$ cat config.mk
export PLATFORM = sky130hd
export DESIGN_NAME = data_port_arbiter
export DESIGN_NICKNAME = d
export VERILOG_FILES = /design/src/rtl/data_port_arbiter.sv
export SDC_FILE = /design/constraint.sdc
export NUM_CORES = 1
export LEC_CHECK = 0
export ABC_AREA = 1
export ABC_CLOCK_PERIOD_IN_PS = 3440
export CAP_MARGIN = 40
export CORE_AREA = 5 5 102 104
export CTS_CLUSTER_DIAMETER = 40
export CTS_CLUSTER_SIZE = 14
export DETAILED_ROUTE_END_ITERATION = 7
export DIE_AREA = 0 0 107 109
export PLACE_DENSITY = 0.74
export RECOVER_POWER = 50
export SETUP_SLACK_MARGIN = 0.2
export SKIP_CTS_REPAIR_TIMING = 1
export SLEW_MARGIN = 10
export SYNTH_ARGS = -nofsm -noshare
export SYNTH_HDL_FRONTEND = slang
export SYNTH_SLANG_ARGS = --single-unit
$ cat constraint.sdc
create_clock -name clk -period 3.44 [get_ports clk]
set_input_delay 0.688 -clock clk [delete_from_list [all_inputs] [get_ports clk]]
set_output_delay 0.688 -clock clk [all_outputs]
set_load 0.02 [all_outputs]
$ cat src/rtl/data_port_arbiter.sv
// Round-robin arbiter for the shared instruction/data memory data port, with
// bounded locked bursts so one master can stream without being interleaved.
module data_port_arbiter #(
    parameter int MAX_BURST = 4,
    parameter int ADDR_W    = 32,
    parameter int DATA_W    = 32
) (
    input  logic              clk,
    input  logic              rst,
    input  logic [1:0]        req_i,
    input  logic [1:0]        we_i,
    input  logic [1:0]        lock_i,
    input  logic [ADDR_W-1:0] addr0_i,
    input  logic [ADDR_W-1:0] addr1_i,
    input  logic [DATA_W-1:0] wdata0_i,
    input  logic [DATA_W-1:0] wdata1_i,
    output logic [1:0]        gnt_o,
    output logic [DATA_W-1:0] rdata_o,
    output logic [ADDR_W-1:0] mem_addr_o,
    output logic [DATA_W-1:0] mem_wdata_o,
    output logic              mem_write_o,
    input  logic [DATA_W-1:0] mem_rdata_i,
    output logic              busy_o
);

    localparam int CNT_W = (MAX_BURST > 1) ? $clog2(MAX_BURST) : 1;
    localparam logic [CNT_W-1:0] CNT_LAST = CNT_W'(MAX_BURST - 1);

    logic             r_rr_ptr;
    logic             r_locked;
    logic             r_lock_owner;
    logic [CNT_W-1:0] r_burst_cnt;

    logic             w_lock_hold;
    logic [1:0]       w_gnt;
    logic             w_xfer;
    logic             w_port;
    logic [CNT_W-1:0] w_cnt_eff;

    assign w_lock_hold = r_locked & req_i[r_lock_owner];

    // Reset gates the grant so nothing reaches memory while rst is high.
    always_comb begin
        w_gnt = 2'b00;
        if (!rst) begin
            if (w_lock_hold)
                w_gnt[r_lock_owner] = 1'b1;
            else if (req_i[r_rr_ptr])
                w_gnt[r_rr_ptr] = 1'b1;
            else if (req_i[~r_rr_ptr])
                w_gnt[~r_rr_ptr] = 1'b1;
        end
    end

    assign w_xfer = |w_gnt;
    assign w_port = w_gnt[1];

    // An abandoned lock's count must not carry over into a new lock by the other port.
    assign w_cnt_eff = w_lock_hold ? r_burst_cnt : '0;

    always_ff @(posedge clk or posedge rst) begin
        if (rst) begin
            r_rr_ptr     <= 1'b0;
            r_locked     <= 1'b0;
            r_lock_owner <= 1'b0;
            r_burst_cnt  <= '0;
        end else if (w_xfer) begin
            r_rr_ptr <= ~w_port;
            if (lock_i[w_port] && (w_cnt_eff < CNT_LAST)) begin
                r_locked     <= 1'b1;
                r_lock_owner <= w_port;
                r_burst_cnt  <= w_cnt_eff + 1'b1;
            end else begin
                r_locked    <= 1'b0;
                r_burst_cnt <= '0;
            end
        end else if (r_locked && !req_i[r_lock_owner]) begin
            r_locked    <= 1'b0;
            r_burst_cnt <= '0;
        end
    end

    assign gnt_o       = w_gnt;
    assign mem_addr_o  = w_port ? addr1_i : addr0_i;
    assign mem_wdata_o = w_port ? wdata1_i : wdata0_i;
    assign mem_write_o = w_xfer & we_i[w_port];
    assign rdata_o     = mem_rdata_i;
    assign busy_o      = r_locked;

endmodule

### Word-level counts from Yosys, hierarchy flattened

Cells that the tools add are included.

* logic and storage cells: 55
* input port bits: 168
* register bits after elaboration: 5
* output and inout port bits: 100

* order comparisons: 8
* reduce and logical (&&, ||, !) cells: 9
* multiplexer cells: 29
* $add $sub $neg: 1
* bitwise logic cells: 4

Operators by type and width (count)
* 32-bit 2-to-1 mux: 2
* 1-bit 2-to-1 mux: 16
* 2-bit 2-to-1 mux: 8
* 1-bit by 2-bit < comparator with 1-bit output (second input constant): 4
* 1-bit logical AND: 5
* 1-bit demux with 1-bit select: 3
* 1-bit greater-or-equal comparator (second input constant): 3
* 2-bit by 1-bit adder with 2-bit output (second input constant): 1
* 1-bit bitwise AND: 2
* 2-bit < comparator (second input constant): 1
* 1-bit inverter: 2
* 2-bit AND reduction: 1
* 2-bit nonzero test: 1
* 2-bit OR reduction: 1
* 1-bit logical NOT: 1

### Longest topological paths before layout

Gate-level depths: netlist of the first run.

* depth after elaboration: 14
* mapped depth: 10
* gate-level depth less buffers: 10

### Worst setup path after synthesis of the first run

OpenSTA, ideal clock, no wires.

* kind: input-to-output
* start point: input port req_i[1]
* end point: output port mem_write_o
* data required time: 2.752 ns
* path slack: 1.086 ns
* stages on the path: 9
* data arrival time: 1.666 ns
* path through: inv_1 nand2_1 nand3_2 nand2_2 nand3_2 inv_2 buf_6 o21ai_0 nor2_1

* cells in the longest elaborated chain, start to end: 9

Ends and longest elaborated chain
* start: declaration: line 10 `input logic [1:0] req_i,`
* 1-bit 2-to-1 mux (implied by the code) (2 in series): line 50 `else if (req_i[~r_rr_ptr])`
* 2-bit 2-to-1 mux: line 50
* 2-bit 2-to-1 mux: line 48 `else if (req_i[r_rr_ptr])`
* 2-bit 2-to-1 mux (*): line 46 `if (w_lock_hold)`
* 2-bit 2-to-1 mux (*): line 45 `if (!rst) begin`
* 1-bit 2-to-1 mux (implied by the code) (2 in series): line 86 `assign mem_write_o = w_xfer & we_i[w_port];`
* 1-bit bitwise AND (*): line 86
* end: declaration: line 21 `output logic mem_write_o,`

Mark *: on every way between the ends. The rest lies on a longest branch, timed or not. The select of a mux whose other input is x is not followed.

### Worst setup path after layout of the first run

* start point: input port req_i[0]
* end point: output port gnt_o[0]

* cells in the longest elaborated chain, start to end: 6

Ends and longest elaborated chain
* 1-bit 2-to-1 mux (implied by the code) (2 in series): line 50
* 2-bit 2-to-1 mux: line 50
* 2-bit 2-to-1 mux: line 48
* 2-bit 2-to-1 mux (*): line 46
* 2-bit 2-to-1 mux (*): line 45
* end: declaration: line 17 `output logic [1:0] gnt_o,`

Marked as above.

==> results of run 1 <==
==> where the power goes <==
group / leakage, nW / total [W] / switching, W / internal [W]
Clock: 0.0228 / 0.000109 / 0.0000290 / 0.0000796
Sequential: 0.0637 / 0.000105 / 0.0000222 / 0.0000830
Combinational: 2.05 / 0.00114 / 0.000610 / 0.000526
==> routing by layer <==
metal / vias to the layer above / routed length [µm] / GRT usage
li1: 1170 / - / -
met1: 981 / 2590 / 0.114
met2: 153 / 3640 / 0.206
met3: 9 / 1130 / 0.0562
met4: 0 / 87 / 0.0210
met5: - / 0 / 0
==> stage by stage <==
stage	TNS [ns]	cell area, µm²	std cells
floorplan	0	1400	288
global placement	0	3350	568
detailed placement	-0.794	3350	568
CTS	-1.59	3400	572
global route	0	3450	572
finish	0	3450	572
==> layout make-up <==
class / count / area, µm²
tap: 114 / 143
inverter: 9 / 36.3
clock buffer: 4 / 45.0
sequential: 5 / 125
fill: 993 / 6010
timing repair buffer: 212 / 2200
multi-input combinational: 228 / 901
==> synthesized netlist by cell type <==
cell and n:
sky130_fd_sc_hd__nand2_1 206, sky130_fd_sc_hd__buf_4 37, sky130_fd_sc_hd__inv_1 7, sky130_fd_sc_hd__buf_2 6, sky130_fd_sc_hd__dfrtp_1 5, sky130_fd_sc_hd__nor2_1 5, sky130_fd_sc_hd__nand3_1 4, sky130_fd_sc_hd__buf_6 3
sky130_fd_sc_hd__nand4_1 3, sky130_fd_sc_hd__o21ai_0 3, sky130_fd_sc_hd__a21oi_1 2, sky130_fd_sc_hd__inv_2 2, sky130_fd_sc_hd__nand2_2 2, sky130_fd_sc_hd__nand3_2 2, sky130_fd_sc_hd__ha_1 1
==> cells by family after synthesis <==
logic type / Yosys count / share of synthesized area
fa+ha+maj: 1 / 0.00893
flops: 5 / 0.0893
compound gates: 5 / 0.0179
buf+inv: 55 / 0.268
simple gates: 222 / 0.616
==> worst min path at each step <==
stage,startpoint,to,depth (start not counted)
2_1_floorplan,r_burst_cnt[0],r_burst_cnt[0],2
3_3_place_gp,r_burst_cnt[0],r_burst_cnt[0],2
3_5_place_dp,r_burst_cnt[0],r_burst_cnt[0],2
4_1_cts,r_burst_cnt[0],r_burst_cnt[0],2
5_1_grt,r_burst_cnt[0],r_burst_cnt[0],2
6_report,r_burst_cnt[0],r_burst_cnt[0],2
==> tightest hold or removal path: stages, from the launching register on <==
cell	delay (ns)
sky130_fd_sc_hd__dfrtp_1	0.33
sky130_fd_sc_hd__nand2_1	0.06
sky130_fd_sc_hd__nand2_1	0.05
==> registers in the layout, indices dropped and copies added, names as in the netlist <==
register	count
busy_o	1
r_burst_cnt	2
r_lock_owner	1
r_rr_ptr	1
==> run summary, run 1 <==
The synthesis warning total is 0. The worst setup path is launched from an input port. The latest clock arrival within the worst-skew pair came out at about 0.22 ns. The largest net degree at the start of global routing is 36. Input and output buffers added on the ports amount to approximately 200. The clock edge transition at the registers on the reported setup and hold paths came out at around 0.030 ns.

In the routed layout, each cell is associated on average with a via count of about 4.0. The deepest level of the CTS H-tree came out at 1. Of the cells placed in the final design, the portion with a size suffix greater than 1 is 0.0371.

The clock net in this run drives a total of 5 sinks. CTS placed an instance of sky130_fd_sc_hd__clkbuf_8 at the clock tree root. Setup violations remaining at the end of the flow were counted as 0. The final setup skew is approximately 0.00061 ns. The half-perimeter wire length after detailed placement is about 6.5 mm. The overall global routing resource usage came out at 0.111.

The DRC violations left is 0. Setup repair after global routing left no endpoint under its margin. The die span in x is 107 µm. The endpoint kind of the worst setup timing path is an output pin.

The region available for standard cell placement spans around 0.0095 mm². The portion of the post-synthesis area used by sequential elements came out at 0.0893. The pre-CTS worst setup slack is -0.0456 ns. The timing endpoint of the critical path is gnt_o[0]. The final hold violation count came out at 0. The number of nets produced by synthesis is around 460.

The signal on the critical path passes through dlygate4sd3_1 > inv_1 > nand2_2 > nand3_2 > buf_4 > nand2_1 > nand2_1 > nand2_1 > inv_1 > clkdlybuf4s50_1. The final period utilization came out at 0.937. The library cells used most frequently in the layout, excluding fill and tap cells, are sky130_fd_sc_hd__nand2_1 (206), sky130_fd_sc_hd__clkdlybuf4s50_1 (134), sky130_fd_sc_hd__dlymetal6s2s_1 (54). At the end of routability-driven placement, the weighted congestion stood at ~0.78. The logic depth of the worst path, buffers included is 10. In this run the critical register-to-register path is launched from r_lock_owner. The synthesized netlist contains 15 unique library cells. The run finished with clean final reports. The initialized floorplan defines 36 standard-cell rows. The detail-routed net length per standard cell is around 13 µm. The kind of cell with the highest combined delay on the critical path is buffers and inverters. The number of clock buffers inserted by TritonCTS is 3. The maximum buffer depth of the clock tree is 2. The CTS tree is done.

The required time of the worst setup path came out at 2.75 ns. The count of state elements after synthesis is 5. The power consumption came out at roughly 0.0014 W. The number of detailed-route iterations in the first pass is 4. The initial antenna violation count was 0. The die footprint came out at 0.0117 mm². Measured against its own limit, the worst slew margin works out to 0.760. The first-pass GRT wire length is approximately 11 mm.

The residual antenna-violating net count after detailed routing came out at 0. The most critical setup path has its startpoint at req_i[0]. For the pin with the worst max-slew slack, the measured transition is 0.360 ns. The number of global-route vias before repair came out at 2343.

After synthesis the cells add up to roughly 0.0014 mm². The number of instances in the synthesized netlist came out at roughly 290. The antenna diode count came out at 0. Based on the critical path, the design can be clocked at up to a little over 0.3 GHz. The path type of the worst setup path is input port to output pin. The areal power density over the cells came out at roughly 390 mW/mm². The biggest cell delay along the critical path came out at 0.62 ns. The most frequent standard cell in the layout excluding fill and tap cells is sky130_fd_sc_hd__nand2_1.

The average size of a mapped cell came out at 4.87 µm². The cell taking the most area after synthesis is sky130_fd_sc_hd__nand2_1. The total leakage power is 2.13 nW. In this run the critical register-to-register path is captured at r_lock_owner.

The number of violations of the max-capacitance limit came out at 0. IR analysis of the VDD net gives a maximum drop of 0.000260 V. The setup slack of the worst register-to-register path came out at between 1.5 and 2 ns. The area added between synthesis and finish came out at 146%. In the post-synthesis netlist, the biggest area contributors are sky130_fd_sc_hd__nand2_1 (55%), sky130_fd_sc_hd__buf_4 (20%), sky130_fd_sc_hd__dfrtp_1 (8.9%), sky130_fd_sc_hd__buf_6 (2.4%), sky130_fd_sc_hd__buf_2 (2.1%). The critical path arrival is 2.53 ns.

The aggregate global routing overflow came out at 0. The die height is 109 µm. The number of buffer and inverter stages on the critical path is 5. The worst path meets setup with approximately 0.22 ns of slack. The area fraction of the dominant cell type after synthesis came out at 0.552. The min-delay analysis places its worst path in the category flip-flop to flip-flop.

The share of the core filled with cells is 0.365. The number of cell instances on the worst register-to-register path is 10. The slowest stage of the critical path belongs to the cell sky130_fd_sc_hd__clkdlybuf4s50_1. The I/O pin total came out at between 200 and 300.

The number of slew-limit violations in the final report is 0. In this design, the critical path's most frequently occurring cell is sky130_fd_sc_hd__nand2_1. The aggregate routed wire length came out at around 7.5 mm. The DRC marker count from the first detailed-route iteration is between 100 and 150.

The effective utilization at floorplan is 0.148. On the final layout, the worst hold slack is between 0.4 and 0.5 ns. At the end of the flow, the number of nets in the layout was between 600 and 700. The smallest clock period supported by the final layout is computed as ~3.2 ns.

The total number of vias came out at roughly 2300. The largest driver fanout on the critical path came out at 3.
Note: power is estimated with default switching activity, not from simulation.
==> run 2, diff against run 1 <==
- CTS_BUF_LIST: unset -> sky130_fd_sc_hd__clkbuf_4 sky130_fd_sc_hd__clkbuf_8
- CTS_CLUSTER_DIAMETER: 40 -> 50
==> run summary, run 2 (same netlist as run 1, synthesis figures left out) <==
For the pin with the worst max-slew slack, the measured transition is roughly 0.36 ns. The number of slew-limit violations in the final report is 0. The residual antenna-violating net count after detailed routing came out at 0.

The CTS sink count is 5. The DRC violations left came out at 0. The number of cell instances on the worst register-to-register path came out at 10. The number of global-route vias before repair came out at 2343. The count of port buffers added during placement is 203. The largest net degree at the start of global routing came out at 36. In this run the core area contains 36 standard-cell rows.

The endpoint kind of the worst setup timing path is an output pin. Data on the critical path is required at its endpoint by roughly 2.8 ns. Along the worst path, the maximum fanout reaches 3. The flow ran to the end, and the final reports show no timing, DRC or antenna violations. More flip-flops sit in one register than any other, and that register is r_burst_cnt. The pre-antenna-repair detailed-routing pass consisted of 4 iterations.

For the worst-skew pair, the clock arrives at the later sink with an insertion delay of 0.22 ns. The tool flagged a number of max-cap violations equal to 0. The worst-path cell with the longest stage delay is sky130_fd_sc_hd__clkdlybuf4s50_1. The die footprint came out at 0.0117 mm². Timing analysis after detailed placement gives a worst setup slack of -0.0456 ns. The areal power density over the cells is between 300 and 400 mW/mm². The die height came out at 109 µm. The I/O pin total came out at ~270.

After routing the design area is 0.00346 mm². Routability-driven placement finished with a final weighted congestion of 0.782. For the final routed database, the setup TNS stands at 0 ns. The startpoint identified for the worst register-to-register timing path is r_lock_owner. Counting both buffers and inverters, the worst setup path holds a total of 5. The worst setup path is of the input port to output pin kind. The initial antenna violation count was 0. Setup repair after global routing left no endpoint under its margin.

The number of cells on the worst hold path is 2. The final hold violation count is 0. The number of vias per cell after detailed routing came out at 4.05.

The clock edge transition at the registers on the reported setup and hold paths came out at around 0.03 ns. The standard cell area after detailed placement came out at about 0.0034 mm². The setup slack of the worst register-to-register path is 1.74 ns.

The highest clock rate came out at 0.310 GHz. Dividing the final minimum period by the clock period gives 0.937. TritonCTS built the clock tree. The aggregate routed wire length came out at 7.45 mm.

The most numerous cell type found on the critical path is sky130_fd_sc_hd__nand2_1. In the final layout, the share of cells above drive strength 1 is 0.0393. The first-pass GRT wire length came out at around 11 mm. The die span in x is about 110 µm.

Clock tree synthesis selected as its root buffer the cell sky130_fd_sc_hd__clkbuf_8. The post-route worst setup slack came out at between 0.2 and 0.25 ns. The overall global routing resource usage is 0.111. The aggregate global routing overflow is 0. The worst setup path is launched from an input port.

The worst-case IR drop observed on VDD is 0.000259 V. In the layout the commonest cells are sky130_fd_sc_hd__nand2_1 (206), sky130_fd_sc_hd__clkdlybuf4s50_1 (134), sky130_fd_sc_hd__dlymetal6s2s_1 (54). The antenna diode count is 0. The maximum buffer depth of the clock tree is 2. The number of clock buffers inserted by TritonCTS came out at 3. The DRC marker count from the first detailed-route iteration is around 120. The biggest cell delay along the critical path is ~0.62 ns. For hold timing, the worst endpoint is r_burst_cnt[0].

The number of nets in the layout came out at ~630. For the final database, setup skew stands at roughly 0.00075 ns. The number of flip-flops under the largest register name is 2. Among cell families on the critical path, the largest total delay comes from buffers and inverters. In this run the tightest slew margin relative to its limit is 0.763. The detail-routed net length per standard cell came out at roughly 13 µm. The final critical delay including setup and external delays came out at 3.22 ns. Setup violations remaining at the end of the flow were counted as 0.

The effective utilization at floorplan is 0.148. The critical path arrival came out at 2.53 ns. CTS built an H-tree with a depth of 1.

The start point of the worst hold path is r_burst_cnt[0]. Traced cell by cell, the critical path runs through dlygate4sd3_1 > inv_1 > nand2_2 > nand3_2 > buf_4 > nand2_1 > nand2_1 > nand2_1 > inv_1 > clkdlybuf4s50_1. The most frequent standard cell in the layout excluding fill and tap cells is sky130_fd_sc_hd__nand2_1. The area of the placeable core came out at 0.00946 mm². The area growth from synthesis to layout is 147%.

The tightest min-delay check is of the flip-flop to flip-flop type. The total number of vias is between 2000 and 2500. The share of the core filled with cells is 0.365. The half-perimeter wire length after detailed placement came out at about 6.5 mm. Summed over all cells, the static leakage comes to around 2.1 nW. The end of the worst register-to-register path is r_lock_owner.
## run 2: cell type report
| class | instances | area, µm² |
|---|---|---|
| flip-flops and latches | 5 | 125 |
| repair buffers | 212 | 2200 |
| clock buffers | 4 | 48.8 |
| multi-input cells | 228 | 901 |
| fillers | 991 | 6000 |
| well taps | 114 | 143 |
| inverters | 9 | 36.3 |
## run 2: worst reg2reg max path, stage by stage (launching register included)
cell and delay (ns):
sky130_fd_sc_hd__dfrtp_1 0.40, sky130_fd_sc_hd__nand2_1 0.12, sky130_fd_sc_hd__nand3_2 0.10, sky130_fd_sc_hd__nand2_2 0.08, sky130_fd_sc_hd__nand3_2 0.16, sky130_fd_sc_hd__buf_12 0.22, sky130_fd_sc_hd__nand2_1 0.09, sky130_fd_sc_hd__clkbuf_1 0.18
sky130_fd_sc_hd__nand3_1 0.12, sky130_fd_sc_hd__nand2_1 0.07, sky130_fd_sc_hd__nand2_1 0.05
## run 2: per-layer routing
layer / global-route usage / part of all wire / up-vias
li1: - / - / 1169
met1: 0.114 / 0.35 / 986
met2: 0.206 / 0.49 / 153
met3: 0.0562 / 0.15 / 9
met4: 0.0210 / 0.012 / 0
met5: 0 / 0 / -
## run 2: power by group
group	switching (W)	leakage (nW)	internal [W]	total (W)
combinational	0.000610	2.05	0.000526	0.00114
clock	0.0000282	0.0262	0.0000873	0.000115
sequential	0.0000227	0.0637	0.0000830	0.000106
total	0.000661	2.14	0.000696	0.00136
## run 2: per-stage QoR
| step | total power (W) | hold slack, ns | instances |
|---|---|---|---|
| floorplan | 0.000756 | 0.442 | 288 |
| global placement | 0.00131 | 0.458 | 568 |
| detailed placement | 0.00133 | 0.466 | 568 |
| CTS | 0.00145 | 0.473 | 572 |
| global route | 0.00146 | 0.510 | 572 |
| finish | 0.00136 | 0.469 | 572 |
## run 2: how the worst max path moves through the flow
| stage | from | endpoint | slack [ns] | cells after the start |
|---|---|---|---|---|
| after floorplan | req_i[1] | mem_write_o | 1.09 | 9 |
| after global placement | req_i[1] | mem_wdata_o[16] | 0.02 | 11 |
| after detailed placement | req_i[1] | mem_wdata_o[25] | -0.05 | 11 |
| after CTS | req_i[1] | mem_wdata_o[16] | -0.06 | 11 |
| after global routing | req_i[0] | gnt_o[0] | 0.12 | 10 |
| final | req_i[0] | gnt_o[0] | 0.22 | 10 |
